### config.mk
export PLATFORM = sky130hd
export DESIGN_NAME = alu_seq
export DESIGN_NICKNAME = d
export VERILOG_FILES = /design/src/rtl/alu_pkg.sv /design/src/rtl/alu_shifter.sv /design/src/rtl/alu_seq.sv
export SDC_FILE = /design/constraint.sdc
export NUM_CORES = 1
export LEC_CHECK = 0
export ABC_AREA = 0
export BUFFER_PORTS_ARGS = -buffer_cell sky130_fd_sc_hd__buf_2
export CORE_UTILIZATION = 50
export DETAILED_ROUTE_END_ITERATION = 8
export PLACE_DENSITY = 0.73
export RECOVER_POWER = 50
export SLEW_MARGIN = 15
export SYNTH_ARGS = -nofsm -noshare
export SYNTH_HDL_FRONTEND = slang
export SYNTH_SLANG_ARGS = --single-unit
### constraint.sdc
create_clock -name clock -period 5.65 [get_ports clock]
set_input_delay 0.8475 -clock clock [delete_from_list [all_inputs] [get_ports clock]]
set_output_delay 0.8475 -clock clock [all_outputs]
set_load 0.1 [all_outputs]
### src/rtl/alu_pkg.sv
// alu_pkg: shared definitions for the sequential ALU.
//   - 4-bit opcode encodings (OP_NOP .. OP_LOADIMM)
//   - control state encoding (ST_IDLE, ST_SHIFT)
//   - bit positions of the status flags when packed as {zero, negative, carry, overflow}
package alu_pkg;

    localparam logic [3:0] OP_NOP     = 4'b0000;
    localparam logic [3:0] OP_ADD     = 4'b0001;
    localparam logic [3:0] OP_SUB     = 4'b0010;
    localparam logic [3:0] OP_NAND    = 4'b0011;
    localparam logic [3:0] OP_SHL     = 4'b0100;
    localparam logic [3:0] OP_SHR     = 4'b0101;
    localparam logic [3:0] OP_OUT     = 4'b0110;
    localparam logic [3:0] OP_IN      = 4'b0111;
    localparam logic [3:0] OP_MOV     = 4'b1000;
    localparam logic [3:0] OP_BR      = 4'b1001;
    localparam logic [3:0] OP_BRC     = 4'b1010;
    localparam logic [3:0] OP_BRSUB   = 4'b1011;
    localparam logic [3:0] OP_RET     = 4'b1100;
    localparam logic [3:0] OP_LOAD    = 4'b1101;
    localparam logic [3:0] OP_STORE   = 4'b1110;
    localparam logic [3:0] OP_LOADIMM = 4'b1111;

    typedef enum logic {
        ST_IDLE  = 1'b0,
        ST_SHIFT = 1'b1
    } state_t;

    localparam int FLAG_V = 0;
    localparam int FLAG_C = 1;
    localparam int FLAG_N = 2;
    localparam int FLAG_Z = 3;

endpackage

### src/rtl/alu_shifter.sv
// alu_shifter: iterative logical shifter, one bit per clock.
// Ports:
//   clock, reset    rising-edge clock, asynchronous active-high reset
//   load            capture value/amount/dir and start shifting (amount >= 1)
//   dir             0 = shift left, 1 = shift right
//   value, amount   operand and number of bit positions to move
//   busy            a shift is in progress
//   done            the coming edge performs the final shift step
//   shifted         working register after one more step (combinational)
//   last_out        bit that leaves the register on the coming edge
module alu_shifter #(
    parameter int WIDTH   = 8,
    parameter int SHAMT_W = $clog2(WIDTH)
) (
    input  logic               clock,
    input  logic               reset,
    input  logic               load,
    input  logic               dir,
    input  logic [WIDTH-1:0]   value,
    input  logic [SHAMT_W-1:0] amount,
    output logic               busy,
    output logic               done,
    output logic [WIDTH-1:0]   shifted,
    output logic               last_out
);

    logic [WIDTH-1:0]   work;
    logic [SHAMT_W-1:0] count;
    logic               dir_r;
    logic               busy_r;

    assign busy     = busy_r;
    // The owner commits 'shifted' and 'last_out' on the same edge that
    // the counter would reach zero, so the result lands at edge N+k.
    assign done     = busy_r && (count == SHAMT_W'(1));
    assign shifted  = dir_r ? {1'b0, work[WIDTH-1:1]} : {work[WIDTH-2:0], 1'b0};
    assign last_out = dir_r ? work[0] : work[WIDTH-1];

    always_ff @(posedge clock or posedge reset) begin
        if (reset) begin
            work   <= '0;
            count  <= '0;
            dir_r  <= 1'b0;
            busy_r <= 1'b0;
        end else if (load) begin
            work   <= value;
            count  <= amount;
            dir_r  <= dir;
            busy_r <= (amount != '0);
        end else if (busy_r) begin
            work  <= shifted;
            count <= count - SHAMT_W'(1);
            if (done) begin
                busy_r <= 1'b0;
            end
        end
    end

endmodule

### src/rtl/alu_seq.sv
// alu_seq: handshaked, parametrised ALU with registered result and flags.
// Ports:
//   clock, reset            rising-edge clock, asynchronous active-high reset
//   op_valid / op_ready     request handshake; accept when both high at an edge
//   alu_op                  opcode (see alu_pkg)
//   operand_a, operand_b    operands; shamt is the shift distance for SHL/SHR
//   in_port                 external input port (IN)
//   result, result_valid    registered result and one-cycle completion pulse
//   zero, negative, carry, overflow   registered status flags
//   out_port, out_strobe    registered output port and its one-cycle write pulse
module alu_seq
    import alu_pkg::*;
#(
    parameter int WIDTH   = 8,
    parameter int SHAMT_W = $clog2(WIDTH)
) (
    input  logic               clock,
    input  logic               reset,
    input  logic               op_valid,
    output logic               op_ready,
    input  logic [3:0]         alu_op,
    input  logic [WIDTH-1:0]   operand_a,
    input  logic [WIDTH-1:0]   operand_b,
    input  logic [SHAMT_W-1:0] shamt,
    input  logic [WIDTH-1:0]   in_port,
    output logic [WIDTH-1:0]   result,
    output logic               result_valid,
    output logic               zero,
    output logic               negative,
    output logic               carry,
    output logic               overflow,
    output logic [WIDTH-1:0]   out_port,
    output logic               out_strobe
);

    state_t           state;
    logic             accept;
    logic             is_shift;
    logic             sh_load;
    logic             sh_busy;
    logic             sh_done;
    logic             sh_last;
    logic [WIDTH-1:0] sh_value;
    logic [WIDTH:0]   sum;
    logic [WIDTH:0]   diff;
    logic [WIDTH-1:0] nand_r;

    function automatic logic add_ovf(input logic signed [WIDTH-1:0] a,
                                     input logic signed [WIDTH-1:0] b,
                                     input logic signed [WIDTH-1:0] r);
        return (a[WIDTH-1] == b[WIDTH-1]) && (r[WIDTH-1] != a[WIDTH-1]);
    endfunction

    function automatic logic sub_ovf(input logic signed [WIDTH-1:0] a,
                                     input logic signed [WIDTH-1:0] b,
                                     input logic signed [WIDTH-1:0] r);
        return (a[WIDTH-1] != b[WIDTH-1]) && (r[WIDTH-1] != a[WIDTH-1]);
    endfunction

    assign op_ready = (state == ST_IDLE);
    assign accept   = op_valid && op_ready;
    assign is_shift = (alu_op == OP_SHL) || (alu_op == OP_SHR);
    // A zero-distance shift completes in the idle cycle; the shifter is
    // only engaged for real multi-cycle work.
    assign sh_load  = accept && is_shift && (shamt != '0);

    // The extra top bit of diff is the borrow (a < b unsigned).
    assign sum    = {1'b0, operand_a} + {1'b0, operand_b};
    assign diff   = {1'b0, operand_a} - {1'b0, operand_b};
    assign nand_r = ~(operand_a & operand_b);

    alu_shifter #(
        .WIDTH   (WIDTH),
        .SHAMT_W (SHAMT_W)
    ) u_shifter (
        .clock    (clock),
        .reset    (reset),
        .load     (sh_load),
        .dir      (alu_op == OP_SHR),
        .value    (operand_a),
        .amount   (shamt),
        .busy     (sh_busy),
        .done     (sh_done),
        .shifted  (sh_value),
        .last_out (sh_last)
    );

    always_ff @(posedge clock or posedge reset) begin
        if (reset) begin
            state        <= ST_IDLE;
            result       <= '0;
            result_valid <= 1'b0;
            zero         <= 1'b0;
            negative     <= 1'b0;
            carry        <= 1'b0;
            overflow     <= 1'b0;
            out_port     <= '0;
            out_strobe   <= 1'b0;
        end else begin
            result_valid <= 1'b0;
            out_strobe   <= 1'b0;
            case (state)
                ST_IDLE: begin
                    if (accept) begin
                        case (alu_op)
                            OP_ADD: begin
                                result       <= sum[WIDTH-1:0];
                                carry        <= sum[WIDTH];
                                overflow     <= add_ovf(operand_a, operand_b, sum[WIDTH-1:0]);
                                zero         <= (sum[WIDTH-1:0] == '0);
                                negative     <= sum[WIDTH-1];
                                result_valid <= 1'b1;
                            end
                            OP_SUB: begin
                                result       <= diff[WIDTH-1:0];
                                carry        <= diff[WIDTH];
                                overflow     <= sub_ovf(operand_a, operand_b, diff[WIDTH-1:0]);
                                zero         <= (diff[WIDTH-1:0] == '0);
                                negative     <= diff[WIDTH-1];
                                result_valid <= 1'b1;
                            end
                            OP_NAND: begin
                                result       <= nand_r;
                                zero         <= (nand_r == '0);
                                negative     <= nand_r[WIDTH-1];
                                result_valid <= 1'b1;
                            end
                            OP_SHL, OP_SHR: begin
                                if (shamt == '0) begin
                                    result       <= operand_a;
                                    zero         <= (operand_a == '0);
                                    negative     <= operand_a[WIDTH-1];
                                    result_valid <= 1'b1;
                                end else begin
                                    state <= ST_SHIFT;
                                end
                            end
                            OP_OUT: begin
                                out_port   <= operand_a;
                                out_strobe <= 1'b1;
                            end
                            OP_IN: begin
                                result       <= in_port;
                                result_valid <= 1'b1;
                            end
                            OP_MOV, OP_LOAD, OP_STORE, OP_LOADIMM: begin
                                result       <= operand_b;
                                result_valid <= 1'b1;
                            end
                            default: begin
                                // NOP and branch/return: accepted, no effect here
                            end
                        endcase
                    end
                end
                ST_SHIFT: begin
                    if (sh_done) begin
                        result       <= sh_value;
                        carry        <= sh_last;
                        zero         <= (sh_value == '0);
                        negative     <= sh_value[WIDTH-1];
                        result_valid <= 1'b1;
                        state        <= ST_IDLE;
                    end else if (!sh_busy) begin
                        // Shifter has nothing in flight; never wait forever.
                        state <= ST_IDLE;
                    end
                end
                default: state <= ST_IDLE;
            endcase
        end
    end

endmodule

Word level (Yosys, flattened, before mapping)
Cells that the tools add are included.

storage, ports and cells
  output and inout bits = 23
  input port bits = 34
  bits in registers = 36
  logic and storage cells = 108

operators by class
  bitwise gates (word level) = 3
  equal/unequal tests = 22
  $add $sub $neg = 3
  reductions and logical operators = 24
  mux-type cells = 43

operators with widths
  cell                                                                     number
  8-bit two-way mux                                                        6
  8-bit one-hot mux with 6 select lines                                    1
  8-bit logical NOT                                                        5
  1-bit two-way mux                                                        23
  4-bit by 3-bit equality test with 1-bit output, second input constant    4
  4-bit equality test, second input constant                               4
  1-bit one-hot mux with 2 select lines                                    8
  8-bit one-hot mux with 2 select lines                                    1
  8-bit by 8-bit adder with 9-bit output                                   1
  3-bit AND reduction                                                      3
  8-bit by 8-bit subtractor with 9-bit output                              1
  8-bit AND                                                                1
  4-bit by 2-bit equality test with 1-bit output, second input constant    2
  8-bit NOT                                                                1
  1-bit one-hot mux with 4 select lines                                    2
  4-bit AND reduction                                                      2
  8-bit OR reduction                                                       1
  7-bit by 1-bit inequality test with 1-bit output, second input constant  1
  1-bit logical AND                                                        6
  3-bit two-way mux                                                        2
  5-bit by 1-bit inequality test with 1-bit output, second input constant  1
  4-bit by 1-bit equality test with 1-bit output, second input constant    1
  2-bit by 1-bit inequality test with 1-bit output, second input constant  2
  2-bit nonzero test                                                       2
  other kinds (12)                                                         14

Logic depth before layout (Yosys ltp)
  word-level depth = 6
  gate-level depth with buffers = 11
  depth with buffers taken out = 9

Hierarchy
A second synthesis with hierarchy kept.

second synthesis, totals
  cell total of the unflattened synthesis = 391
  area, all modules = 3304.4 µm²

modules (own cells, without submodules)
  module       cells an instance  area each (µm²)  instances  seq. area each (µm²)
  alu_seq      314                2497.4           1          575.6
  alu_shifter  77                 807.0            1          325.3

Worst setup path after synthesis
OpenSTA, ideal clock, no wires.

  path kind = input to register
  from = input operand_b[3]
  to = register overflow
  cell stages on the path = 9
  required time = 5.555 ns
  path slack = 2.831 ns
  data arrival time = 2.724 ns
  path buffers = 1
  setup time = 0.095 ns
  path through = inv_1 ha_1 buf_6 and2_4 a221o_1 o31a_1 or2_0 o311a_1 o31ai_1

between the ends
  word-level cells in the longest chain between the ends = 4
  elaborated cells on any way between the ends = 7
  classes of those cells = add/sub: 2; eq/ne: 2; mux: 1; reduce/logical: 2

RTL lines
  what                                                                                                   RTL line                      text
  start, declared                                                                                        alu_seq.sv:23                 input logic [WIDTH-1:0] operand_b,
  8-bit by 8-bit subtractor with 9-bit output or 8-bit by 8-bit adder with 9-bit output (tied branches)  alu_seq.sv:69, alu_seq.sv:68
  1-bit inequality test, on equally long branches                                                        alu_seq.sv:57, alu_seq.sv:51
  1-bit logical AND, on equally long branches                                                            alu_seq.sv:57, alu_seq.sv:51
  1-bit one-hot mux with 2 select lines *                                                                alu_seq.sv:105                case (alu_op)
  end signal, assigned                                                                                   alu_seq.sv:109                overflow <= add_ovf(operand_a, operand_b, sum[WIDTH-1:0]);
  end signal, assigned                                                                                   alu_seq.sv:117                overflow <= sub_ovf(operand_a, operand_b, diff[WIDTH-1:0]);
  end, declared                                                                                          alu_seq.sv:31                 output logic overflow,

Every way passes the cells marked *; elsewhere a longest branch is shown, timed or not.
A chain may end at the register's enable or synchronous reset.

Worst setup path in the final report
  from = input alu_op[2]
  to = register result[3]

between the ends
  word-level cells in the longest chain between the ends = 5
  elaborated cells on any way between the ends = 18
  classes of those cells = eq/ne: 12; mux: 3; reduce/logical: 3

RTL lines
  what                                                                                   RTL line        text
  start, declared                                                                        alu_seq.sv:21   input logic [3:0] alu_op,
  4-bit equality test or 4-bit by 3-bit equality test with 1-bit output (tied branches)  alu_seq.sv:105
  4-bit OR reduction or 2-bit OR reduction (tied branches)                               -
  8-bit one-hot mux with 6 select lines                                                  alu_seq.sv:105
  8-bit two-way mux                                                                      alu_seq.sv:104  if (accept) begin
  8-bit one-hot mux with 2 select lines                                                  alu_seq.sv:102  case (state)
  end signal, assigned                                                                   alu_seq.sv:107  result <= sum[WIDTH-1:0];
  end signal, assigned                                                                   alu_seq.sv:115  result <= diff[WIDTH-1:0];
  end signal, assigned                                                                   alu_seq.sv:123  result <= nand_r;
  end, declared                                                                          alu_seq.sv:26   output logic [WIDTH-1:0] result,

Several ways; a longest one is shown, not always the timed one. The select of a mux whose other input is x is not followed.

==> metrics.md <==
| Metric | Value |
|---|---|
| Outcome | `finished, violations left` |
| Violations in the final reports | `capacitance limit, slew limit` |
| Die height | `81.1 um` |
| Reg2reg end | `result[3]$_DFFE_PP0P_` |
| Initial core utilization | `52.2%` |
| Setup TNS | `0 ps` |
| Seq pwr share | `30.3%` |
| Post-CTS Repair Setup Buffers | `0` |
| Gr ovfl total | `0` |
| Most frequent cells in the layout | `buf_2 (45), dfrtp_1 (36), nand2_1 (30), nor2_1 (26)` |
| Critical path startpoint | `alu_op[2]` |
| Leakage | `1.54 nW` |
| Max IR drop VDD | `0.390 mV` |
| Total GRT Usage | `28.3%` |
| Instance count of the mapped netlist | `374` |
| Vias | `3077` |
| Vias in the first global route | `2664` |
| Cell Chain, Critical Path | `clkbuf_1, nor3b_2, a21oi_1, nand3_1, nor2_1, o311ai_0, nand2_1` |
| Post-synthesis mux area share | `7.24%` |
| Fill cell instance count of the final layout | `585` |
| Switch Pwr | `0.000791 W` |
| Clock transition at path regs | `80 ps` |
| Primary FF master, synth | `dfrtp_1` |
| Max-cap check violation count | `1` |
| Slew Viols, Final | `37` |
| Sw Share | `53.2%` |
| Unique masters post-synth | `63` |
| Die X | `81.1 um` |
| PostCTS Resize Cnt | `0` |
| Achievable frequency | `305 MHz` |
| Area growth syn-to-layout | `11.8%` |
| Pint | `0.000697 W` |
| Startpoint types | `input pin` |
| Drt initial violations | `251` |
| Core ar. | `0.00599 mm2` |
| Final hold vios | `0` |
| CTS tree | `done` |
| Seq cells post-synth | `36` |
| Crit. End Element | `register` |
| Final Power | `0.00149 W` |
| Final-report setup violation count | `0` |
| Post-DP HPWL | `6670 um` |
| Synth Area in Compound Gates | `25.5%` |
| Ant diodes | `0` |
| Register Area | `901 um2` |
| Routed Antenna Nets | `0` |
| Comb power frac | `54.3%` |
| First-pass GRT wire length | `13900 um` |
| Longest Clk Path Bufs | `2` |
| Antenna violations before repair | `0` |
| Most common cell after layout, fill and taps aside | `buf_2` |
| # DRC | `0` |
| Fin cells | `489` |
| Simple-Gate Fraction of Synth Area | `20.5%` |
| Slowest stage cell on the critical path | `clkbuf_1` |
| Critical Path AT | `3440 ps` |
| I/O pins | `57` |
| Setup CP Type | `input pin to register` |
| Adder-Cell Fraction of Synth Area | `8.48%` |
| Crit share post-route | `58.1%` |
| Number of synthesized flops with an enable pin | `0` |
| Clock power share | `15.4%` |
| Syn_area_per_cell | `8.36 um2` |
| WL/cell | `18.3 um` |
| Largest net degree at the start of global routing | `37` |
| Worst Setup EP | `result[3]$_DFFE_PP0P_` |
| Relative slew slack | `-31.6%` |
| IO buf count | `56` |
| Worst Clk Skew | `9.93 ps` |
| Placed instance count | `481` |
| Hold Path Class | `register to register` |
| Post-Synth XOR/XNOR Area | `3.64%` |
| Worst path required time | `5810 ps` |
| Share of cells above drive strength 1 | `18.1%` |
| CP max stage delay | `710 ps` |
| CTS hold repair buffers | `0` |
| Synth Net Count | `428` |
| Sequential fraction of the synthesis area | `28.8%` |
| Final core utilization | `58.4%` |
| CP Max Fanout | `26` |
| Die area | `0.00658 mm2` |
| # rows | `28` |
| Clk sinks | `36` |
| R2r setup slk | `3270 ps` |
| Vias/cell | `6.29` |
| R2r worst-path depth | `6` |
| Largest family of logic cells by synthesized area | `compound AO/OA/AOI/OAI gates` |
| Cts bufs inserted | `5` |
| Mapped cell area | `0.00313 mm2` |
| Worst-Margin Slew | `1970 ps` |
| Final net count | `467` |
| Yosys warns | `0` |
| Total Wirelength | `8970 um` |
| Clock latency on the worst-skew pair | `290 ps` |
| Pre-antenna DRT Iters | `5` |
| Final GP Congestion | `0.935` |
| Pwr Density | `426 mW/mm2` |
| Multi-input logic area | `0.00204 mm2` |
| Fraction of registers with async set/reset | `100%` |
| H-Tree Depth | `2` |
| RSZ-0062 raised after global routing | `false` |
| Crit path time final | `3280 ps` |
| Worst r2r src | `u_shifter.busy$_DFF_PP0_` |
| CTS root buffer | `clkbuf_8` |
## power by group through the flow
stage / logic, W / registers (W) / clock network (W)
after floorplan: 0.000338 / 0.000762 / 0
after global placement: 0.000800 / 0.000448 / 0
after detailed placement: 0.000807 / 0.000451 / 0
after CTS: 0.000812 / 0.000448 / 0.000233
after global routing: 0.000857 / 0.000463 / 0.000244
final: 0.000808 / 0.000450 / 0.000230
## cells in the mapped netlist, types with 2 or more instances
| cell | number | share of area [%] |
|---|---|---|
| a211oi_1 | 8 | 1.9 |
| nor2_1 | 26 | 3.1 |
| a22oi_1 | 6 | 1.4 |
| nand3_1 | 11 | 1.8 |
| a41oi_1 | 2 | 0.56 |
| nand4_1 | 3 | 0.60 |
| xnor2_1 | 6 | 1.7 |
| xor2_1 | 7 | 2.0 |
| buf_1 | 3 | 0.36 |
| o22ai_1 | 2 | 0.40 |
| or3_1 | 5 | 1.0 |
| o311ai_0 | 2 | 0.56 |
| a222oi_1 | 2 | 0.64 |
| or4_1 | 2 | 0.48 |
| nor2b_1 | 11 | 2.2 |
| a21o_1 | 6 | 1.4 |
| o31a_1 | 3 | 0.84 |
| o21a_1 | 2 | 0.48 |
| nand2b_1 | 10 | 2.0 |
| a21oi_1 | 23 | 3.7 |
| o21ai_0 | 23 | 3.7 |
| dfrtp_1 | 36 | 29 |
| buf_2 | 5 | 0.80 |
| a221oi_1 | 5 | 1.4 |
| a31oi_1 | 3 | 0.60 |
| inv_1 | 18 | 2.2 |
| mux2_2 | 13 | 4.7 |
| nor3_1 | 5 | 0.80 |
| and3_1 | 3 | 0.60 |
| or2_2 | 4 | 0.80 |
| o31ai_1 | 3 | 0.72 |
| nand2_1 | 30 | 3.6 |
| mux2i_1 | 8 | 2.6 |
| a2111o_1 | 3 | 1.1 |
| nor4_1 | 3 | 0.60 |
| o221ai_1 | 4 | 1.1 |
| o2111ai_1 | 2 | 0.56 |
| o211ai_1 | 3 | 0.72 |
| fa_1 | 2 | 1.3 |
| ha_1 | 18 | 7.2 |
| nor4b_1 | 2 | 0.56 |
| clkbuf_1 | 17 | 2.0 |
| a221o_1 | 3 | 0.96 |
| and2_1 | 2 | 0.40 |
## cell type report
class                      count  share of cell area [%]
clock inverter                 2                    1.00
timing repair buffer          58                    7.95
tap                           75                    2.68
multi-input combinational    293                    58.5
sequential                    36                    25.8
inverter                      19                    2.04
clock buffer                   6                    2.08
## worst min path at each step
stage | slack (ps) | to | startpoint | cells past startpoint
2_1_floorplan | 550 | u_shifter.work[7]$_DFFE_PP0P_ | u_shifter.work[7]$_DFFE_PP0P_ | 2
3_3_place_gp | 450 | result[3]$_DFFE_PP0P_ | result[3]$_DFFE_PP0P_ | 2
3_5_place_dp | 450 | result[2]$_DFFE_PP0P_ | result[2]$_DFFE_PP0P_ | 2
4_1_cts | 470 | result[2]$_DFFE_PP0P_ | result[2]$_DFFE_PP0P_ | 2
5_1_grt | 520 | result[3]$_DFFE_PP0P_ | result[3]$_DFFE_PP0P_ | 2
6_report | 460 | result[2]$_DFFE_PP0P_ | result[2]$_DFFE_PP0P_ | 2
## logic make-up (layout without fill, tap and decap cells)
kind of cell	count (synthesis)	count (layout)
AO/OA/AOI/OAI	115	115
XOR/XNOR	13	13
adder cells (fa/ha/maj)	20	20
buffers and inverters	45	85
flip-flops	36	36
multiplexers	21	21
AND/OR/NAND/NOR	124	124
## state kept, by name (all words and copies together) (netlist names)
name and count:
result 8, out_strobe 1, result_valid 1, state 1
out_port 8, u_shifter.count 3, u_shifter.dir_r 1, u_shifter.work 8
overflow 1, negative 1, u_shifter.busy 1, zero 1
carry 1
## worst max-delay path, delay by kind of cell
| kind | cells | cell delay (ps) |
|---|---|---|
| buffers and inverters | 1 | 710 |
| AOI/OAI and AO/OA | 2 | 790 |
| and+or+nand+nor | 4 | 1080 |
## layer usage
metal / global-route usage [%] / vias up / share of wire (%)
li1: - / 1460 / -
met2: 40.3 / 144 / 44
met4: 9.82 / 0 / 1.7
met3: 5.28 / 14 / 6.8
met1: 42.1 / 1459 / 47
met5: 0 / - / 0
## stage by stage
| stage | hold slack (ps) | setup slack, ps | area, um2 |
|---|---|---|---|
| final | 460 | 2370 | 3500 |
| after global routing | 518 | 2180 | 3500 |
| after floorplan | 550 | 2830 | 3130 |
| after global placement | 446 | 2400 | 3410 |
| after detailed placement | 450 | 2420 | 3410 |
| after CTS | 467 | 2700 | 3510 |
Power figures use the tool's default switching activity.
